===== src/rtl/seven_seg_pkg.sv =====
// Shared constants, FSM state type and strobe helpers for the seven-segment reader.
// SEVEN_SEG_READER_BLANK_EN (see seven_seg_to_bcd) makes the all-off pattern decode to BCD_BLANK.
package seven_seg_pkg;

    localparam logic [6:0] SEG_0 = 7'b0000001;
    localparam logic [6:0] SEG_1 = 7'b1001111;
    localparam logic [6:0] SEG_2 = 7'b0010010;
    localparam logic [6:0] SEG_3 = 7'b0000110;
    localparam logic [6:0] SEG_4 = 7'b1001100;
    localparam logic [6:0] SEG_5 = 7'b0100100;
    localparam logic [6:0] SEG_6 = 7'b0100000;
    localparam logic [6:0] SEG_7 = 7'b0001111;
    localparam logic [6:0] SEG_8 = 7'b0000000;
    localparam logic [6:0] SEG_9 = 7'b0000100;

    localparam logic [6:0] SEG_BLANK = 7'b1111111;
    localparam logic [3:0] AN_IDLE   = 4'b1111;

    localparam logic [3:0] BCD_BLANK = 4'hF;
    localparam logic [3:0] BCD_ERR   = 4'hE;

    typedef enum logic [1:0] {
        ST_WAIT,
        ST_SETTLE,
        ST_HELD
    } state_e;

    // A strobe is usable only when exactly one active-low line is asserted.
    function automatic logic strobe_ok(input logic [3:0] an);
        return $countones(~an) == 1;
    endfunction

    function automatic logic [1:0] strobe_idx(input logic [3:0] an);
        logic [1:0] idx;
        idx = 2'd0;
        for (int i = 0; i < 4; i++) begin
            if (!an[i]) idx = 2'(i);
        end
        return idx;
    endfunction

endpackage


===== src/rtl/seven_seg_reader_if.sv =====
// Frame handshake between the reader and its consumer.
// The master drives digits_out/valid and samples ready.
interface seven_seg_reader_if;

    logic [15:0] digits_out;
    logic        valid;
    logic        ready;

    modport master (
        output digits_out,
        output valid,
        input  ready
    );

    modport slave (
        input  digits_out,
        input  valid,
        output ready
    );

endinterface


===== src/rtl/seven_seg_to_bcd.sv =====
// Combinational active-low seven-segment to BCD decoder.
// Define SEVEN_SEG_READER_BLANK_EN to decode the all-off pattern as BCD_BLANK.
module seven_seg_to_bcd
    import seven_seg_pkg::*;
(
    input  logic [6:0] seg,
    output logic [3:0] bcd,
    output logic       bad
);

    always_comb begin
        bcd = BCD_ERR;
        bad = 1'b1;
        case (seg)
            SEG_0: begin bcd = 4'd0; bad = 1'b0; end
            SEG_1: begin bcd = 4'd1; bad = 1'b0; end
            SEG_2: begin bcd = 4'd2; bad = 1'b0; end
            SEG_3: begin bcd = 4'd3; bad = 1'b0; end
            SEG_4: begin bcd = 4'd4; bad = 1'b0; end
            SEG_5: begin bcd = 4'd5; bad = 1'b0; end
            SEG_6: begin bcd = 4'd6; bad = 1'b0; end
            SEG_7: begin bcd = 4'd7; bad = 1'b0; end
            SEG_8: begin bcd = 4'd8; bad = 1'b0; end
            SEG_9: begin bcd = 4'd9; bad = 1'b0; end
`ifdef SEVEN_SEG_READER_BLANK_EN
            SEG_BLANK: begin bcd = BCD_BLANK; bad = 1'b0; end
`else
            SEG_BLANK: begin bcd = BCD_ERR; bad = 1'b1; end
`endif
            default: begin bcd = BCD_ERR; bad = 1'b1; end
        endcase
    end

endmodule


===== src/rtl/seven_seg_reader.sv =====
// Samples a multiplexed 4-digit seven-segment display and emits BCD frames.
// Optional SEVEN_SEG_READER_BLANK_EN enables blank-digit decoding in seven_seg_to_bcd.
module seven_seg_reader
    import seven_seg_pkg::*;
#(
    parameter int unsigned STABLE_CYCLES = 4
) (
    input  logic                      clk,
    input  logic                      reset_n,
    input  logic [6:0]                seg_in,
    input  logic [3:0]                an_in,
    seven_seg_reader_if.master        frame,
    output logic                      err,
    output logic                      overrun
);

    localparam logic [8:0] STABLE_W = 9'(STABLE_CYCLES);

    logic [6:0]  seg_q;
    logic [3:0]  an_q;
    logic [6:0]  cur_seg_q, cur_seg_d;
    logic [3:0]  cur_an_q, cur_an_d;
    state_e      state_q, state_d;
    logic [7:0]  cnt_q, cnt_d;
    logic [3:0]  mask_q, mask_d;
    logic [15:0] slots_q, slots_d;
    logic [15:0] dout_q, dout_d;
    logic        valid_q, valid_d;
    logic        err_q, err_d;
    logic        ovr_q, ovr_d;

    logic        strobe_vld;
    logic [1:0]  slot_idx;
    logic [3:0]  dec_bcd;
    logic        dec_bad;
    logic [8:0]  cnt_inc;
    logic        frame_done;
    logic        load;
    logic        cap;

    seven_seg_to_bcd u_dec (
        .seg (seg_q),
        .bcd (dec_bcd),
        .bad (dec_bad)
    );

    assign strobe_vld = strobe_ok(an_q);
    assign slot_idx   = strobe_idx(an_q);
    assign cnt_inc    = {1'b0, cnt_q} + 9'd1;
    assign frame_done = (mask_q == 4'b1111);

    always_ff @(posedge clk or negedge reset_n) begin
        if (!reset_n) begin
            seg_q     <= SEG_BLANK;
            an_q      <= AN_IDLE;
            cur_seg_q <= SEG_BLANK;
            cur_an_q  <= AN_IDLE;
            state_q   <= ST_WAIT;
            cnt_q     <= 8'd0;
            mask_q    <= 4'd0;
            slots_q   <= 16'h0000;
            dout_q    <= 16'h0000;
            valid_q   <= 1'b0;
            err_q     <= 1'b0;
            ovr_q     <= 1'b0;
        end else begin
            seg_q     <= seg_in;
            an_q      <= an_in;
            cur_seg_q <= cur_seg_d;
            cur_an_q  <= cur_an_d;
            state_q   <= state_d;
            cnt_q     <= cnt_d;
            mask_q    <= mask_d;
            slots_q   <= slots_d;
            dout_q    <= dout_d;
            valid_q   <= valid_d;
            err_q     <= err_d;
            ovr_q     <= ovr_d;
        end
    end

    always_comb begin
        state_d   = state_q;
        cnt_d     = cnt_q;
        cur_seg_d = cur_seg_q;
        cur_an_d  = cur_an_q;
        load      = 1'b0;
        cap       = 1'b0;

        unique case (state_q)
            ST_WAIT: begin
                if (strobe_vld) load = 1'b1;
            end
            ST_SETTLE: begin
                if (!strobe_vld) begin
                    state_d = ST_WAIT;
                end else if (an_q != cur_an_q || seg_q != cur_seg_q) begin
                    load = 1'b1;
                end else begin
                    cnt_d = cnt_inc[7:0];
                    if (cnt_inc >= STABLE_W) begin
                        cap     = 1'b1;
                        state_d = ST_HELD;
                    end
                end
            end
            ST_HELD: begin
                if (!strobe_vld) begin
                    state_d = ST_WAIT;
                end else if (an_q != cur_an_q) begin
                    load = 1'b1;
                end
            end
            default: state_d = ST_WAIT;
        endcase

        // A fresh sample counts as the first stable one; with a threshold
        // of one it is accepted immediately.
        if (load) begin
            cur_an_d  = an_q;
            cur_seg_d = seg_q;
            cnt_d     = 8'd1;
            if (STABLE_W == 9'd1) begin
                cap     = 1'b1;
                state_d = ST_HELD;
            end else begin
                state_d = ST_SETTLE;
            end
        end
    end

    always_comb begin
        mask_d  = frame_done ? 4'd0 : mask_q;
        slots_d = slots_q;
        dout_d  = dout_q;
        valid_d = valid_q;
        err_d   = err_q;
        ovr_d   = ovr_q;

        if (cap) begin
            mask_d[slot_idx]                 = 1'b1;
            slots_d[{slot_idx, 2'b00} +: 4]  = dec_bcd;
            if (dec_bad) err_d = 1'b1;
        end

        if (valid_q && frame.ready) valid_d = 1'b0;

        // A completed frame goes out only if the output register is free
        // (or being freed this cycle); otherwise it is dropped.
        if (frame_done) begin
            if (!valid_q || frame.ready) begin
                dout_d  = slots_q;
                valid_d = 1'b1;
            end else begin
                ovr_d = 1'b1;
            end
        end
    end

    assign frame.digits_out = dout_q;
    assign frame.valid      = valid_q;
    assign err              = err_q;
    assign overrun          = ovr_q;

endmodule


===== src/flat_wrapper.sv =====
// flat-port wrapper written by rule: the top's interface ports become plain ports
module seven_seg_reader_flat import seven_seg_pkg::*;
#(
    parameter int unsigned STABLE_CYCLES = 4
)
  (clk, reset_n, seg_in, an_in, err, overrun, frame_digits_out, frame_valid, frame_ready);
  seven_seg_reader_if frame_i ();
  input  logic clk;
  input  logic reset_n;
  input  logic [6:0] seg_in;
  input  logic [3:0] an_in;
  output logic err;
  output logic overrun;
  output wire logic [$bits(frame_i.digits_out)-1:0] frame_digits_out;
  output wire logic [$bits(frame_i.valid)-1:0] frame_valid;
  input wire logic [$bits(frame_i.ready)-1:0] frame_ready;
  assign frame_digits_out = frame_i.digits_out;
  assign frame_valid = frame_i.valid;
  assign frame_i.ready = frame_ready;
  seven_seg_reader #(.STABLE_CYCLES(STABLE_CYCLES)) u_core (.clk(clk), .reset_n(reset_n), .seg_in(seg_in), .an_in(an_in), .frame(frame_i), .err(err), .overrun(overrun));
endmodule

===== config.mk =====
export PLATFORM = sky130hd
export DESIGN_NAME = seven_seg_reader_flat
export DESIGN_NICKNAME = d
export VERILOG_FILES = /design/src/rtl/seven_seg_pkg.sv /design/src/rtl/seven_seg_reader_if.sv /design/src/rtl/seven_seg_to_bcd.sv /design/src/rtl/seven_seg_reader.sv /design/src/flat_wrapper.sv
export SDC_FILE = /design/constraint.sdc
export NUM_CORES = 1
export LEC_CHECK = 0
export ABC_AREA = 1
export BUFFER_PORTS_ARGS = -buffer_cell sky130_fd_sc_hd__buf_4
export CAP_MARGIN = 20
export CELL_PAD_IN_SITES_DETAIL_PLACEMENT = 1
export CELL_PAD_IN_SITES_GLOBAL_PLACEMENT = 2
export CORE_ASPECT_RATIO = 0.9
export CORE_MARGIN = 2
export CORE_UTILIZATION = 36
export CTS_CLUSTER_SIZE = 24
export DETAILED_ROUTE_END_ITERATION = 12
export PLACE_DENSITY = 0.89
export SYNTH_ARGS = -nofsm -noshare
export SYNTH_HDL_FRONTEND = slang
export SYNTH_SLANG_ARGS = --single-unit

===== constraint.sdc =====
create_clock -name clk -period 3.65 [get_ports clk]
set_clock_uncertainty 0.1 [all_clocks]
set_input_delay 0.1825 -clock clk [delete_from_list [all_inputs] [get_ports clk]]
set_output_delay 0.1825 -clock clk [all_outputs]
set_load 0.02 [all_outputs]

==> results by group, run 1 <==
Logic synthesis
  – Area contributors post-synth: dfrtp_1 (35%), dfstp_2 (16%), nand2_1 (13%)
  – Leading area contributor after synthesis: dfrtp_1
  – Seq/Total Area, Yosys: 50.8%
  – Post-synth cell types: 33
  – Post-synthesis net count: 427
  – Synthesized flop and latch total: 71
  – Cell Area, Synth: 3550 sq um
  – Mean Syn Cell Area: 8.85 sq um
  – Synth top area share: 34.6%
  – Yosys Warn Count: 0
  – Post-synthesis cell count: 401

Layout
  – Fill count: 1180
  – Commonest non-fill, non-tap cell in the layout: nand2_1
  – Final Util: 44.5%
  – Post-layout nets: 480
  – Layout Area Growth over Synthesis: 20.5%
  – Final cell count without fillers: 585
  – ANT cells: 0
  – Share of layout cells above drive strength 1: 23.5%
  – Commonest non-fill, non-tap cells in the layout: nand2_1 (124), dfrtp_1 (49), inv_1 (42)

Placement
  – Number of port buffers: 32
  – GP Congestion: 0.789
  – Detail Placement HPWL: 5.84 mm
  – Placed Cells incl. Taps: 556

Critical path
  – WP data arrival: 3280 ps
  – Crit end category: flip-flop
  – Critical path type: flip-flop to flip-flop
  – Crit. Startpoint: u_core.an_q[2]
  – Worst Path Max Fanout: 26
  – Worst R2R Start: u_core.an_q[2]
  – CP required: 3770 ps
  – Flop2flop setup slack: 490 ps
  – Critical path launch point type: flip-flop

GRT
  – First-pass GRT wire length: 14.2 mm
  – Gr busiest metal: met2
  – Met2 GRT Util: 27.6%
  – All-Layer GR Usage: 16.8%
  – Vias in the first global route: 3022
  – Met1 Use GR: 22.5%
  – Met3 usage: 2.54%
  – Largest net degree at the start of global routing: 72
  – Total grt overflow: 0
  – Initial antenna violation count: 0

Clock network
  – CTS resizes: 0
  – Clock Sink Count: 71
  – H-tree levels: 3
  – Root Buffer: clkbuf_8
  – CTS tree: done
  – Skew-Pair Late Insertion Delay: 340 ps
  – Clk buf depth: 2
  – CTS buffer count: 9
  – Clk slew on worst S/H paths: 90 ps

Detailed routing
  – Via count: 2821
  – DR iter-0 viols: 77
  – DR vias/cell: 4.82
  – First-pass DRT Iterations: 4
  – Total Wirelength: 8.00 mm
  – Remaining DRCs: 0
  – Avg WL per Cell: 13.7 um
  – Remaining antenna violation count after routing: 0

Floorplan
  – Area of the core: 9610 sq um
  – Die area: 10700 sq um
  – Top Ports: 33
  – Die height: 98.2 um
  – Std cell rows: 34
  – Die W: 109 um
  – Starting Density: 36.9%

Hold path
  – HP Class: primary input to async pin

Power and ir drop
  – Maximum vdd ir drop: 0.000299 V
  – Lkg Pwr: 0.00220 uW
  – Cell area power density: 507 nW/um^2

STA
  – Max Freq: 316 MHz
  – Setup TNS: 0 ps
  – Final period util: 86.6%
  – Time the worst path needs with I/O delays and setup: 3160 ps
  – Worst Tran Pin Value: 868 ps
  – Final Setup Violations: 0
  – Slew HR: 42.1%
  – Endpoints failing hold: 0
  – Max-slew violations: 0
  – Fin Hold WS: 392 ps
  – Unrepaired setup endpoints after global routing: false

Status
  – Status: complete, no violations

Run
  – Max-cap violation count: 0
==> logic make-up after synthesis <==
| logic type | synth area share [%] |
|---|---|
| buf+inv | 6.14 |
| compound gates | 6.56 |
| flops | 50.8 |
| simple gates | 26.1 |
| mux | 4.44 |
| xor+xnor | 1.48 |
| fa+ha+maj | 4.44 |
==> routing by layer <==
metal | wire length (um) | part of all wire (%)
met4 | 98 | 1.2
met2 | 4010 | 50
met1 | 3710 | 46
met5 | 0 | 0
met3 | 189 | 2.4
==> metrics by stage <==
step	instance area [sq um]	setup slack (ps)	total power (uW)
after floorplan	3550	885	1340
after global placement	3920	623	1440
after detailed placement	3920	504	1460
after CTS	4280	478	2200
after global routing	4280	177	2320
final	4280	490	2170
==> cells in the mapped netlist <==
cell        n
nand2_1   124
dfrtp_1    49
inv_1      42
nor2_1     28
dfstp_2    22
nand3_1    22
o21ai_0    15
mux2_2     14
ha_1       11
o21ai_1    11
nand4_1     9
a21oi_1     7
inv_2       6
a21boi_0    5
nand2_4     5
xnor2_1     5
nor2_2      4
nand3_2     3
buf_6       2
nand2_2     2
nor3_1      2
o21bai_1    2
a31oi_1     1
buf_2       1
clkinv_1    1
fa_1        1
inv_4       1
nand2_8     1
nand3_4     1
nand3b_1    1
nor3_2      1
o221ai_1    1
xor2_1      1
==> worst max-delay path, stage by stage (launching register included) <==
cell and delay (ps):
dfstp_2 570, inv_2 60, ha_1 290, ha_1 210, fa_1 430, nor3_1 320
inv_1 120, nor2_2 360, nand2_8 180, nand2_4 160, nand2_4 100, nand2_1 80
nand2_1 50
==> worst paths after layout <==
kind | to | cells after the start
worst max-delay path | u_core.cnt_q[1] | 12
worst min-delay path | u_core.overrun | 2
worst max register to register | u_core.cnt_q[1] | 12
worst min register to register | u_core.mask_q[1] | 2
max in group asynchronous | u_core.cnt_q[1] | 2
min in group clk | u_core.mask_q[1] | 2
==> report_power, final <==
group	leakage, uW	internal (uW)	switching [uW]
registers	0.000909	917	88.8
clock network	0.000111	393	324
logic	0.00118	164	279
total	0.00220	1470	692
==> final cells by class <==
type,count,area (sq um),area share (%)
repair buffers,45,370,8.66
clock inverters,7,103,2.40
clock buffers,9,124,2.90
well taps,126,158,3.69
inverters,50,190,4.45
multi-input cells,277,1530,35.7
flip-flops and latches,71,1800,42.2
==> state kept, by name (all words and copies together) (netlist names) <==
name	cells
u_core.seg_q	7
u_core.frame.digits_out	16
u_core.slots_q	16
u_core.err	1
u_core.mask_q	4
u_core.overrun	1
u_core.cur_seg_q	7
u_core.cur_an_q	4
u_core.cnt_q	8
u_core.frame.valid	1
u_core.an_q	4
u_core.state_q	2
==> what timing repair did <==
item / CTS / global route
buffers inserted: 0 / 0
hold endpoints to repair: 61 / 0
hold buffers: 13 / 0
setup endpoints to repair: 0 / 0
(Power assumes the default switching activity.)
==> run 2: changes to the inputs <==
--- a/config.mk
+++ b/config.mk
@@ -16,6 +16,7 @@
 export CTS_CLUSTER_SIZE = 24
 export DETAILED_ROUTE_END_ITERATION = 12
 export PLACE_DENSITY = 0.89
+export REMOVE_ABC_BUFFERS = 1
 export SYNTH_ARGS = -nofsm -noshare
 export SYNTH_HDL_FRONTEND = slang
 export SYNTH_SLANG_ARGS = --single-unit
==> results by group, run 2 (same netlist as run 1, synthesis figures left out) <==
Status
  – Status: complete, no violations

Floorplan
  – Std cell rows: 34
  – Top Ports: 33
  – Die area: 10700 sq um
  – Starting Density: 36.9%
  – Die height: 98.2 um
  – Area of the core: 9610 sq um
  – Die W: 109 um

GRT
  – Vias in the first global route: 2995
  – Largest net degree at the start of global routing: 72
  – First-pass GRT wire length: 13.9 mm
  – Initial antenna violation count: 0
  – All-Layer GR Usage: 16.6%
  – Total grt overflow: 0

Placement
  – Number of port buffers: 32
  – GP Congestion: 0.787
  – Detail Placement HPWL: 5.76 mm
  – Post-DP Area: 3920 sq um

Layout
  – Area of the multi-input gates: 1530 sq um
  – Commonest non-fill, non-tap cells in the layout: nand2_1 (124), dfrtp_1 (49), inv_1 (42)
  – ANT cells: 0
  – Layout Area Growth over Synthesis: 19.7%
  – Post-layout nets: 480
  – Design area: 4250 sq um
  – Commonest non-fill, non-tap cell in the layout: nand2_1
  – Share of layout cells above drive strength 1: 23.3%
  – Register area: 1800 sq um
  – Fill count: 1186

STA
  – Setup TNS: 0 ps
  – Worst Tran Pin Value: 916 ps
  – Max-slew violations: 0
  – Final period util: 87.9%
  – Max Freq: 312 MHz
  – Unrepaired setup endpoints after global routing: false
  – Endpoints failing hold: 0
  – Slew HR: 39.0%
  – Time the worst path needs with I/O delays and setup: 3210 ps
  – Final Setup Violations: 0

Detailed routing
  – First-pass DRT Iterations: 4
  – Via count: 2783
  – DR vias/cell: 4.76
  – Total Wirelength: 7.81 mm
  – Remaining DRCs: 0
  – Avg WL per Cell: 13.4 um
  – DR iter-0 viols: 48
  – Remaining antenna violation count after routing: 0

Clock network
  – Clk buf depth: 2
  – CTS tree: done
  – Clk slew on worst S/H paths: 70 ps
  – Skew-Pair Late Insertion Delay: 350 ps
  – CTS buffer count: 9
  – H-tree levels: 3
  – Clock Sink Count: 71
  – CTS resizes: 0
  – Root Buffer: clkbuf_8

Critical path
  – Critical path type: flip-flop to flip-flop
  – Worst setup endpoint: u_core.cnt_q[1]
  – Cells on worst reg2reg path: 12
  – Flop2flop setup slack: 440 ps
  – Worst R2R Start: u_core.an_q[2]
  – Critical path launch point type: flip-flop
  – CP required: 3780 ps
  – Crit. Startpoint: u_core.an_q[2]
  – WP data arrival: 3340 ps
  – Capture point of the worst reg-to-reg path: u_core.cnt_q[1]
  – Crit end category: flip-flop
  – Worst Path Max Fanout: 26

Power and ir drop
  – Lkg Pwr: 0.00218 uW
  – Maximum vdd ir drop: 0.000211 V
  – Cell area power density: 489 nW/um^2

Run
  – Max-cap violation count: 0

Hold path
  – Min-delay src: seg_in[6]
  – HP Class: primary input to flip-flop
[run 2: changes by cell type in the layout (fill, tap and decap cells not counted)]
cell	before	now
inv_6	3	0
bufinv_16	2	1
clkbuf_1	0	1
clkinv_2	0	1
clkinvlp_4	1	2
inv_8	0	1
[run 2: what timing repair did]
action                    4_1_cts  5_1_grt
buffers inserted                0        0
hold buffers                   13        0
hold endpoints to repair       61        0
[run 2: power breakdown]
part / switching (uW) / total [uW] / internal [uW] / leakage [uW]
clock: 311 / 631 / 320 / 0.0000944
sequential: 88.2 / 1010 / 917 / 0.000909
combinational: 277 / 441 / 164 / 0.00118
[run 2: worst min path at each step]
stage	to	slack (ps)	cells after the start
floorplan	u_core.cnt_q[0]	-210	0
global placement	u_core.seg_q[2]	190	1
detailed placement	u_core.seg_q[3]	190	1
CTS	u_core.seg_q[2]	350	2
global route	u_core.seg_q[3]	380	2
finish	u_core.seg_q[6]	380	2
[run 2: worst max-delay path, stage by stage (launching register included)]
cell,delay (ps)
dfstp_2,570
inv_2,60
ha_1,290
ha_1,210
fa_1,430
nor3_1,350
inv_1,140
nor2_2,370
nand2_8,180
nand2_4,160
nand2_4,90
nand2_1,80
nand2_1,60
[run 2: cell type report]
| class | count | area share (%) |
|---|---|---|
| Clock buffer | 10 | 3.01 |
| Tap cell | 126 | 3.71 |
| Sequential cell | 71 | 42.5 |
| Clock inverter | 6 | 1.65 |
| Inverter | 50 | 4.48 |
| Multi-Input combinational cell | 277 | 35.9 |
| Timing Repair Buffer | 45 | 8.72 |
[run 2: through the flow]
stage	utilization, %	setup slack, ps	power, uW	instances	hold slack, ps
5_1_grt	44.2	210	2230	585	377
6_report	44.2	443	2080	585	377
4_1_cts	44.2	448	2120	585	352
3_3_place_gp	40.8	632	1430	556	191
3_5_place_dp	40.8	464	1460	556	192
2_1_floorplan	-	831	1330	398	-213
[run 2: metal layers]
| metal | track usage (%) | share of wire [%] |
|---|---|---|
| met3 | 2.67 | 2.2 |
| met4 | 7.79 | 2.6 |
| met2 | 26.1 | 47 |
| met1 | 22.4 | 48 |
| met5 | 0 | 0 |
